## src/rtl/dsp_cfg_pkg.sv

```systemverilog
// Shared types and constants for the DSP column configuration-frame sequencer.
package dsp_cfg_pkg;

   typedef enum logic [2:0] {
      IDLE    = 3'd0,
      LOAD    = 3'd1,
      DISCARD = 3'd2,
      SETUP   = 3'd3,
      STROBE  = 3'd4,
      HOLD    = 3'd5
   } state_t;

   // Header layout: frame address sits in the low bits, upper bits are ignored.
   localparam int HDR_ADDR_LSB = 0;

   function automatic int addr_width(input int frames);
      return (frames > 1) ? $clog2(frames) : 1;
   endfunction

   function automatic int row_cnt_width(input int rows);
      return (rows > 1) ? $clog2(rows) : 1;
   endfunction

endpackage

```

## src/rtl/dsp_frame_config_ctrl_frame_strobe_decoder.sv

```systemverilog
// One-hot frame strobe decoder; output is zero when disabled or addr is out of range.
module frame_strobe_decoder #(
   parameter int MaxFramesPerCol = 20,
   parameter int AW              = 5
) (
   input  logic [AW-1:0]              addr,
   input  logic                       en,
   output logic [MaxFramesPerCol-1:0] strobe
);

   always_comb begin
      strobe = '0;
      for (int i = 0; i < MaxFramesPerCol; i++) begin
         strobe[i] = en && (addr == AW'(i));
      end
   end

endmodule

```

## src/rtl/dsp_frame_config_ctrl.sv

```systemverilog
// Configuration-frame sequencer: header + NumRows data words, then a single
// FrameStrobe pulse framed by one setup and one hold cycle.
module dsp_frame_config_ctrl
   import dsp_cfg_pkg::*;
#(
   parameter int MaxFramesPerCol = 20,
   parameter int FrameBitsPerRow = 32,
   parameter int NumRows         = 2
) (
   input  logic                                 UserCLK,
   input  logic                                 reset,
   input  logic                                 s_valid,
   output logic                                 s_ready,
   input  logic [FrameBitsPerRow-1:0]           s_data,
   output logic [NumRows*FrameBitsPerRow-1:0]   FrameData,
   output logic [MaxFramesPerCol-1:0]           FrameStrobe,
   output logic                                 busy,
   output logic                                 frame_done,
   output logic                                 addr_err,
   input  logic                                 err_clr,
   output state_t                               dbg_state
);

   localparam int AW = addr_width(MaxFramesPerCol);
   localparam int RW = row_cnt_width(NumRows);

   // Handshake: a word transfers on a rising edge where s_valid and s_ready are
   // both high; s_ready depends only on state and reset, never on s_valid.

   state_t                     state;
   state_t                     next_state;
   logic [AW-1:0]              addr;
   logic [AW-1:0]              hdr_addr;
   logic [RW-1:0]              row_cnt;
   logic                       accept;
   logic                       hdr_ok;
   logic                       last_row;
   logic [MaxFramesPerCol-1:0] strobe_next;

   assign accept    = s_valid & s_ready;
   assign hdr_addr  = s_data[HDR_ADDR_LSB +: AW];
   assign hdr_ok    = ({1'b0, hdr_addr} < (AW+1)'(MaxFramesPerCol));
   assign last_row  = (row_cnt == RW'(NumRows - 1));
   assign dbg_state = state;

   always_ff @(posedge UserCLK) begin
      if (reset) state <= IDLE;
      else       state <= next_state;
   end

   always_comb begin
      next_state = state;
      case (state)
         IDLE:    if (accept) next_state = hdr_ok ? LOAD : DISCARD;
         LOAD:    if (accept && last_row) next_state = SETUP;
         DISCARD: if (accept && last_row) next_state = IDLE;
         SETUP:   next_state = STROBE;
         STROBE:  next_state = HOLD;
         HOLD:    next_state = IDLE;
         default: next_state = IDLE;
      endcase
   end

   always_comb begin
      s_ready = !reset && ((state == IDLE) || (state == LOAD) || (state == DISCARD));
   end

   // Strobe is decoded from next_state so the registered output lines up with STROBE.
   frame_strobe_decoder #(
      .MaxFramesPerCol(MaxFramesPerCol),
      .AW             (AW)
   ) u_decoder (
      .addr  (addr),
      .en    (next_state == STROBE),
      .strobe(strobe_next)
   );

   always_ff @(posedge UserCLK) begin
      if (reset) begin
         addr        <= '0;
         row_cnt     <= '0;
         FrameData   <= '0;
         FrameStrobe <= '0;
         busy        <= 1'b0;
         frame_done  <= 1'b0;
         addr_err    <= 1'b0;
      end else begin
         if (state == IDLE && accept) begin
            row_cnt <= '0;
            if (hdr_ok) addr <= hdr_addr;
         end
         if ((state == LOAD || state == DISCARD) && accept) begin
            row_cnt <= last_row ? '0 : row_cnt + RW'(1);
         end
         if (state == LOAD && accept) begin
            for (int r = 0; r < NumRows; r++) begin
               if (row_cnt == RW'(r)) FrameData[r*FrameBitsPerRow +: FrameBitsPerRow] <= s_data;
            end
         end
         FrameStrobe <= strobe_next;
         busy        <= (next_state != IDLE);
         frame_done  <= (next_state == HOLD);
         if (state == IDLE && accept && !hdr_ok) addr_err <= 1'b1;
         else if (err_clr)                       addr_err <= 1'b0;
      end
   end

endmodule
```

## config.mk

```make
export PLATFORM = sky130hd
export DESIGN_NAME = dsp_frame_config_ctrl
export DESIGN_NICKNAME = d
export VERILOG_FILES = /design/src/rtl/dsp_cfg_pkg.sv /design/src/rtl/dsp_frame_config_ctrl_frame_strobe_decoder.sv /design/src/rtl/dsp_frame_config_ctrl.sv
export SDC_FILE = /design/constraint.sdc
export NUM_CORES = 1
export LEC_CHECK = 0
export ABC_CLOCK_PERIOD_IN_PS = 3680
export BUFFER_PORTS_ARGS = -buffer_cell sky130_fd_sc_hd__clkbuf_2
export CORE_AREA = 4 4 101 103
export DETAILED_ROUTE_END_ITERATION = 7
export DIE_AREA = 0 0 105 107
export PLACE_DENSITY_LB_ADDON = 0.2
export RECOVER_POWER = 50
export SLEW_MARGIN = 30
export SYNTH_ARGS = -nofsm -noshare
export SYNTH_HDL_FRONTEND = slang
export SYNTH_SLANG_ARGS = --single-unit
export TNS_END_PERCENT = 1
```

## constraint.sdc

```tcl
create_clock -name UserCLK -period 3.68 [get_ports UserCLK]
set_input_delay 0.736 -clock UserCLK [delete_from_list [all_inputs] [get_ports UserCLK]]
set_output_delay 0.736 -clock UserCLK [all_outputs]
set_load 0.01 [all_outputs]
```

# Word level (Yosys, flattened, before mapping)
# Index checks and enable logic that the tools add are counted.
dict set report classes {
  addsub 1
  order_cmp 1
  n_eq_ne 25
  muxes 10
  bitwise 2
  n_reduce_logical 39
}
# operator n
set op_table {}
lappend op_table {{$eq A5 B4 Y1 const B} 8}
lappend op_table {{$logic_and A1 B1 Y1} 26}
lappend op_table {{$eq A5 B3 Y1 const B} 4}
lappend op_table {{$eq A5 B5 Y1 const B} 4}
lappend op_table {{$pmux W3 S5} 1}
lappend op_table {{$eq A5 B2 Y1 const B} 2}
lappend op_table {{$eq A3 B3 Y1 const B} 3}
lappend op_table {{$mux W3} 3}
lappend op_table {{$eq A3 B2 Y1 const B} 2}
lappend op_table {{$reduce_and A2 Y1} 3}
lappend op_table {{$eq A5 B1 Y1 const B} 1}
lappend op_table {{$logic_not A5 Y1} 1}
lappend op_table {{$lt A5 B5 Y1 const B} 1}
lappend op_table {{$mux W1} 5}
lappend op_table {{$reduce_bool A2 Y1} 2}
lappend op_table {{$eq A3 B1 Y1 const B} 1}
lappend op_table {{$logic_not A3 Y1} 1}
lappend op_table {{$logic_or A1 B1 Y1} 3}
lappend op_table {{$reduce_bool A3 Y1} 1}
lappend op_table {{$logic_not A1 Y1} 2}
lappend op_table {{$mux W2} 1}
lappend op_table {{$add A1 B1 Y1 const B} 1}
lappend op_table {{$and A1 B1 Y1} 1}
lappend op_table {{$not A1 Y1} 1}
dict set report word_totals {
  reg_bits 96
  in_bits 36
  out_inout_bits 91
  wordCells 87
}

# Depth between registers and ports, before layout
dict set report logic_depth {
  word_depth 10
  depth_mapped 5
  depth_no_buf 3
}

# Cells and area by module
# From an unflattened synthesis, not the netlist that was laid out.
dict set report unflattened {
  cells_unflattened 423
  area_unflattened_um2 3779.9
}
# module instances cells_each area_each_um2 seq_area_each_um2
set by_module_without_submodules {}
lappend by_module_without_submodules {dsp_frame_config_ctrl 1 395 3621.0 1921.8}
lappend by_module_without_submodules {frame_strobe_decoder 1 28 158.9 0.0}

# Worst setup path after synthesis
# OpenSTA, ideal clock, no wires.
dict set report synth_timing {
  kind {input -> output}
  startpoint {input port reset}
  endpoint {output port s_ready}
  arrival_ns 1.432
  required_ns 2.944
  setup_slack_ns 1.512
  cell_stages 3
  n_path_buf 1
  path_cell_list {clkbuf_1 > or2_2 > a21oi_1}
}
dict set report synth_via {
  elab_chain_len 2
}
# element line
set synth_rtl {}
lappend synth_rtl {{start: declaration} dsp_frame_config_ctrl.sv:11} ;# input logic reset,
lappend synth_rtl {{$logic_not A1 Y1} dsp_frame_config_ctrl.sv:65} ;# s_ready = !reset && ((state == IDLE) || (state == LOAD) || (state == DISCARD));
lappend synth_rtl {{$logic_and A1 B1 Y1} dsp_frame_config_ctrl.sv:65}
lappend synth_rtl {{end: declaration} dsp_frame_config_ctrl.sv:13} ;# output logic s_ready,
# No other way between the ends.

# Worst setup path in the final report
dict set report layout_timing {
  startpoint {register state[1], in the netlist dbg_state[1]}
  endpoint {output port s_ready}
}
dict set report layout_via {
  elab_chain_len 4
  word_cells_on_any_way 6
  classes_between {eq/ne (2); reduce/logical (4)}
}
# element line
set layout_rtl {}
lappend layout_rtl {{start: declaration} dsp_frame_config_ctrl.sv:30} ;# state_t state;
lappend layout_rtl {{start signal: assignment} dsp_frame_config_ctrl.sv:48} ;# else state <= next_state;
lappend layout_rtl {{$eq A3 B1 Y1 / $logic_not A3 Y1 (equally long branches)} dsp_frame_config_ctrl.sv:65}
lappend layout_rtl {{$logic_or A1 B1 Y1} dsp_frame_config_ctrl.sv:65}
lappend layout_rtl {{$logic_or A1 B1 Y1 (*)} dsp_frame_config_ctrl.sv:65}
lappend layout_rtl {{$logic_and A1 B1 Y1 (*)} dsp_frame_config_ctrl.sv:65}
# Every way passes the cells marked *; elsewhere a longest branch is shown, timed or not.

==> out/results.tsv <==
stage	metric	value	unit
place	dp.cells	577	
setup_path	max_stage_delay	1.38	ns
setup_path	r2r_slack	0.99	ns
setup_path	cp.arrival	2.06	ns
layout	fin_nets	513	
power_and_ir_drop	swShare	0.2643	
setup_path	reg2reg_from	dbg_state[1]	
layout	syn2layout_area_growth	20.49	%
power_and_ir_drop	powerDensity	453.1	nW/µm²
min_path	hp-start	FrameData[42]	
floorplanning	die_h	107	µm
cts	cts_post_setup_buffers_inserted	0	
logic_synthesis	yosys.area.top_type	dfxtp_1	
logic_synthesis	synth_area	3646	µm²
cts	cts_buffer_depth	2	
logic_synthesis	synth_seq_area_share	0.5271	
global_routing	grt_pass1_wl	14900	µm
floorplanning	coreArea	9196	µm²
cts	holdBufCountCts	0	
cts	ctsResizeCount	0	
floorplanning	io_pins	127	
setup_path	critical_path_class	register to primary output	
global_routing	grt_pass1_vias	3052	
floorplanning	die_w	105	µm
global_routing	grt_remaining_overflow	0	
timing	maxSlewViolCount	46	
logic_synthesis	ys_dominant_reg_cell	dfxtp_1	
drt	routed_wirelength	9128	µm
layout	diodes	0	
setup_path	critical_path.top_delay_family	flip-flops	
power_and_ir_drop	leakage	0.001901	µW
timing	fin_worst_skew	0.01367	ns
timing	holdWs	0.4661	ns
power_and_ir_drop	pwr-share-clk	0.357	
drt	postRouteAntennaNets	0	
power_and_ir_drop	p_int	1464	µW
logic_synthesis	ys_warn_count	0	
cts	clkSinkCount	96	
drt	drt_iter0_drc	132	
setup_path	end_kind	primary output	
logic_synthesis	postSynthCellCount	370	
logic_synthesis	synth_fp_nets	406	
setup_path	startpoint	dbg_state[1]	
cts	path_clk_slew	0.09	ns
power_and_ir_drop	seq_power_share	0.556	
logic_synthesis	netlist-cell-type-count	36	
layout	drive_gt1_frac	0.1411	
layout	stdcell_count	593	
power_and_ir_drop	p_comb_frac	0.087	
timing	slew_headroom	-0.04706	
timing	fin_setup_tns	0	ns
place	place.gp.congestion	0.7439	
logic_synthesis	yosysTopAreaCellShare	0.5271	
setup_path	cp_max_fo	45	
logic_synthesis	avgSynthCellArea	9.854	µm²
global_routing	grtUsageTotal	0.1632	
setup_path	cp_data_required_time	2.94	ns
global_routing	use_met1	0.2010	
timing	setup_viol	0	
drt	routed-via-count	3040	
logic_synthesis	synth_area_leaders	dfxtp_1, mux2i_1, o311ai_0	
setup_path	crit_path_cell_trace	a21oi_1 > clkbuf_2	
logic_synthesis	synth-edff-count	0	
global_routing	grt_start_max_net_pins	69	
logic_synthesis	synth_seq_cells	96	
timing	final-hold-violation-count	0	
floorplanning	rows	35	
timing	fin_crit	2.799	ns
layout	postLayoutCoreUtil	0.4777	
timing	rsz0062_at_grt	false	
floorplanning	die_area	11240	µm²
timing	tightest_slew	1.568	ns
logic_synthesis	synthArstFlopShare	0	
cts	h-tree-depth	3	
power_and_ir_drop	irDropWorstVdd	0.1805	mV
cts	clock_latency	0.36	ns
run	maxCapViolations	1	
setup_path	cp-start-kind	register	
logic_synthesis	yosys-top-cells-count	dfxtp_1, nand2_1, mux2i_1, inv_1	
drt	route.detailed.wl_per_inst	15.39	µm
power_and_ir_drop	switchingPower	525.9	µW
status	status	finished with violations	
place	hpwl	6156	µm
setup_path	slowest_stage	dfxtp_1	
floorplanning	start_util	0.3965	
cts	cts_root_buf	clkbuf_8	
drt	post-route-drc-count	0	
global_routing	use_met3	0.04756	
status	violations	max-capacitance violations, max-slew violations	
drt	firstDrtPassIters	4	
cts	tritoncts	done	
global_routing	top_usage_layer	met2	
min_path	hold_path_class	register to register	
timing	fin_crit_sh	0.7605	
global_routing	use_met2	0.2704	
cts	cts_buffers	9	
global_routing	antenna_found_initial	0	
logic_synthesis	yosysMostFrequentCell	dfxtp_1	
drt	vias_per_cell	5.126	
place	portBuffers	126	
timing	fmax	0.3573	GHz
setup_path	critPathBufInv	1	
## through the flow
step | instance area (µm²) | power [µW] | setup slack (ns)
after floorplan | 3646 | 1237 | 1.512
after global placement | 4313 | 1310 | 1.119
after detailed placement | 4313 | 1314 | 1.090
after CTS | 4518 | 2021 | 1.333
after global routing | 4393 | 2076 | 0.6899
final | 4393 | 1990 | 0.8813
## final cells by class
class,instances,area (µm²)
Sequential cell,96,1923
Tap cell,111,138.9
Clock inverter,6,67.56
Multi-Input combinational cell,205,1435
Timing Repair Buffer,132,566.8
Fill cell,981,4803
Inverter,33,123.9
Clock buffer,10,137.6
## flip-flops by register name, indices dropped and copies added, names as in the netlist
name	count
FrameData	64
FrameStrobe	20
addr	5
addr_err	1
busy	1
dbg_state	3
frame_done	1
last_row	1
## power by group through the flow
stage	logic, µW	registers, µW	clock network [µW]
after floorplan	117	1120	0
after global placement	179	1130	0
after detailed placement	182	1130	0
after CTS	183	1110	730
after global routing	194	1110	770
final	173	1110	711
## path summary, 6_finish.rpt
path,cells past startpoint,endpoint
max reg2reg,4,FrameData[34]
min,2,FrameData[42]
max,2,s_ready
min reg2reg,2,FrameData[42]
## layer usage
metal  up-vias  wire (µm)
met3         8        521
met2        75       4345
li1       1537          -
met1      1420       4138
met4         0        123
met5         -          0
## placed cells by master, fill, tap and decap left out, types with 2 or more instances in the layout
cell	count
clkinvlp_4	2
inv_1	32
o2111ai_1	2
mux2i_1	34
nand3_1	3
dfxtp_1	95
nand4b_1	2
a311oi_1	3
clkbuf_2	39
o311ai_0	32
nor2_1	15
nand2b_1	3
o21ai_0	2
o31ai_1	32
nand3b_1	2
nand2_1	42
clkbuf_1	87
nor3b_1	3
nor2b_1	3
clkbuf_8	10
nor3_1	5
a21oi_1	8
buf_4	6
## worst reg2reg max path, delay by kind of cell, from the launching register on
kind,cells,cell delay (ns)
AND/OR/NAND/NOR,2,0.62
buffers and inverters,1,0.41
flip-flops,1,1.38
multiplexers,1,0.23
## kinds of logic (layout without fill, tap and decap cells)
logic type / count (synthesis) / after routing / synth area share
AO/OA/AOI/OAI: 83 / 83 / 0.1774
buffers and inverters: 69 / 181 / 0.07515
XOR/XNOR: 1 / 1 / 0.002403
AND/OR/NAND/NOR: 87 / 87 / 0.1246
multiplexers: 34 / 34 / 0.09334
flip-flops: 96 / 96 / 0.5271
Note: power is estimated with default switching activity, not from simulation.
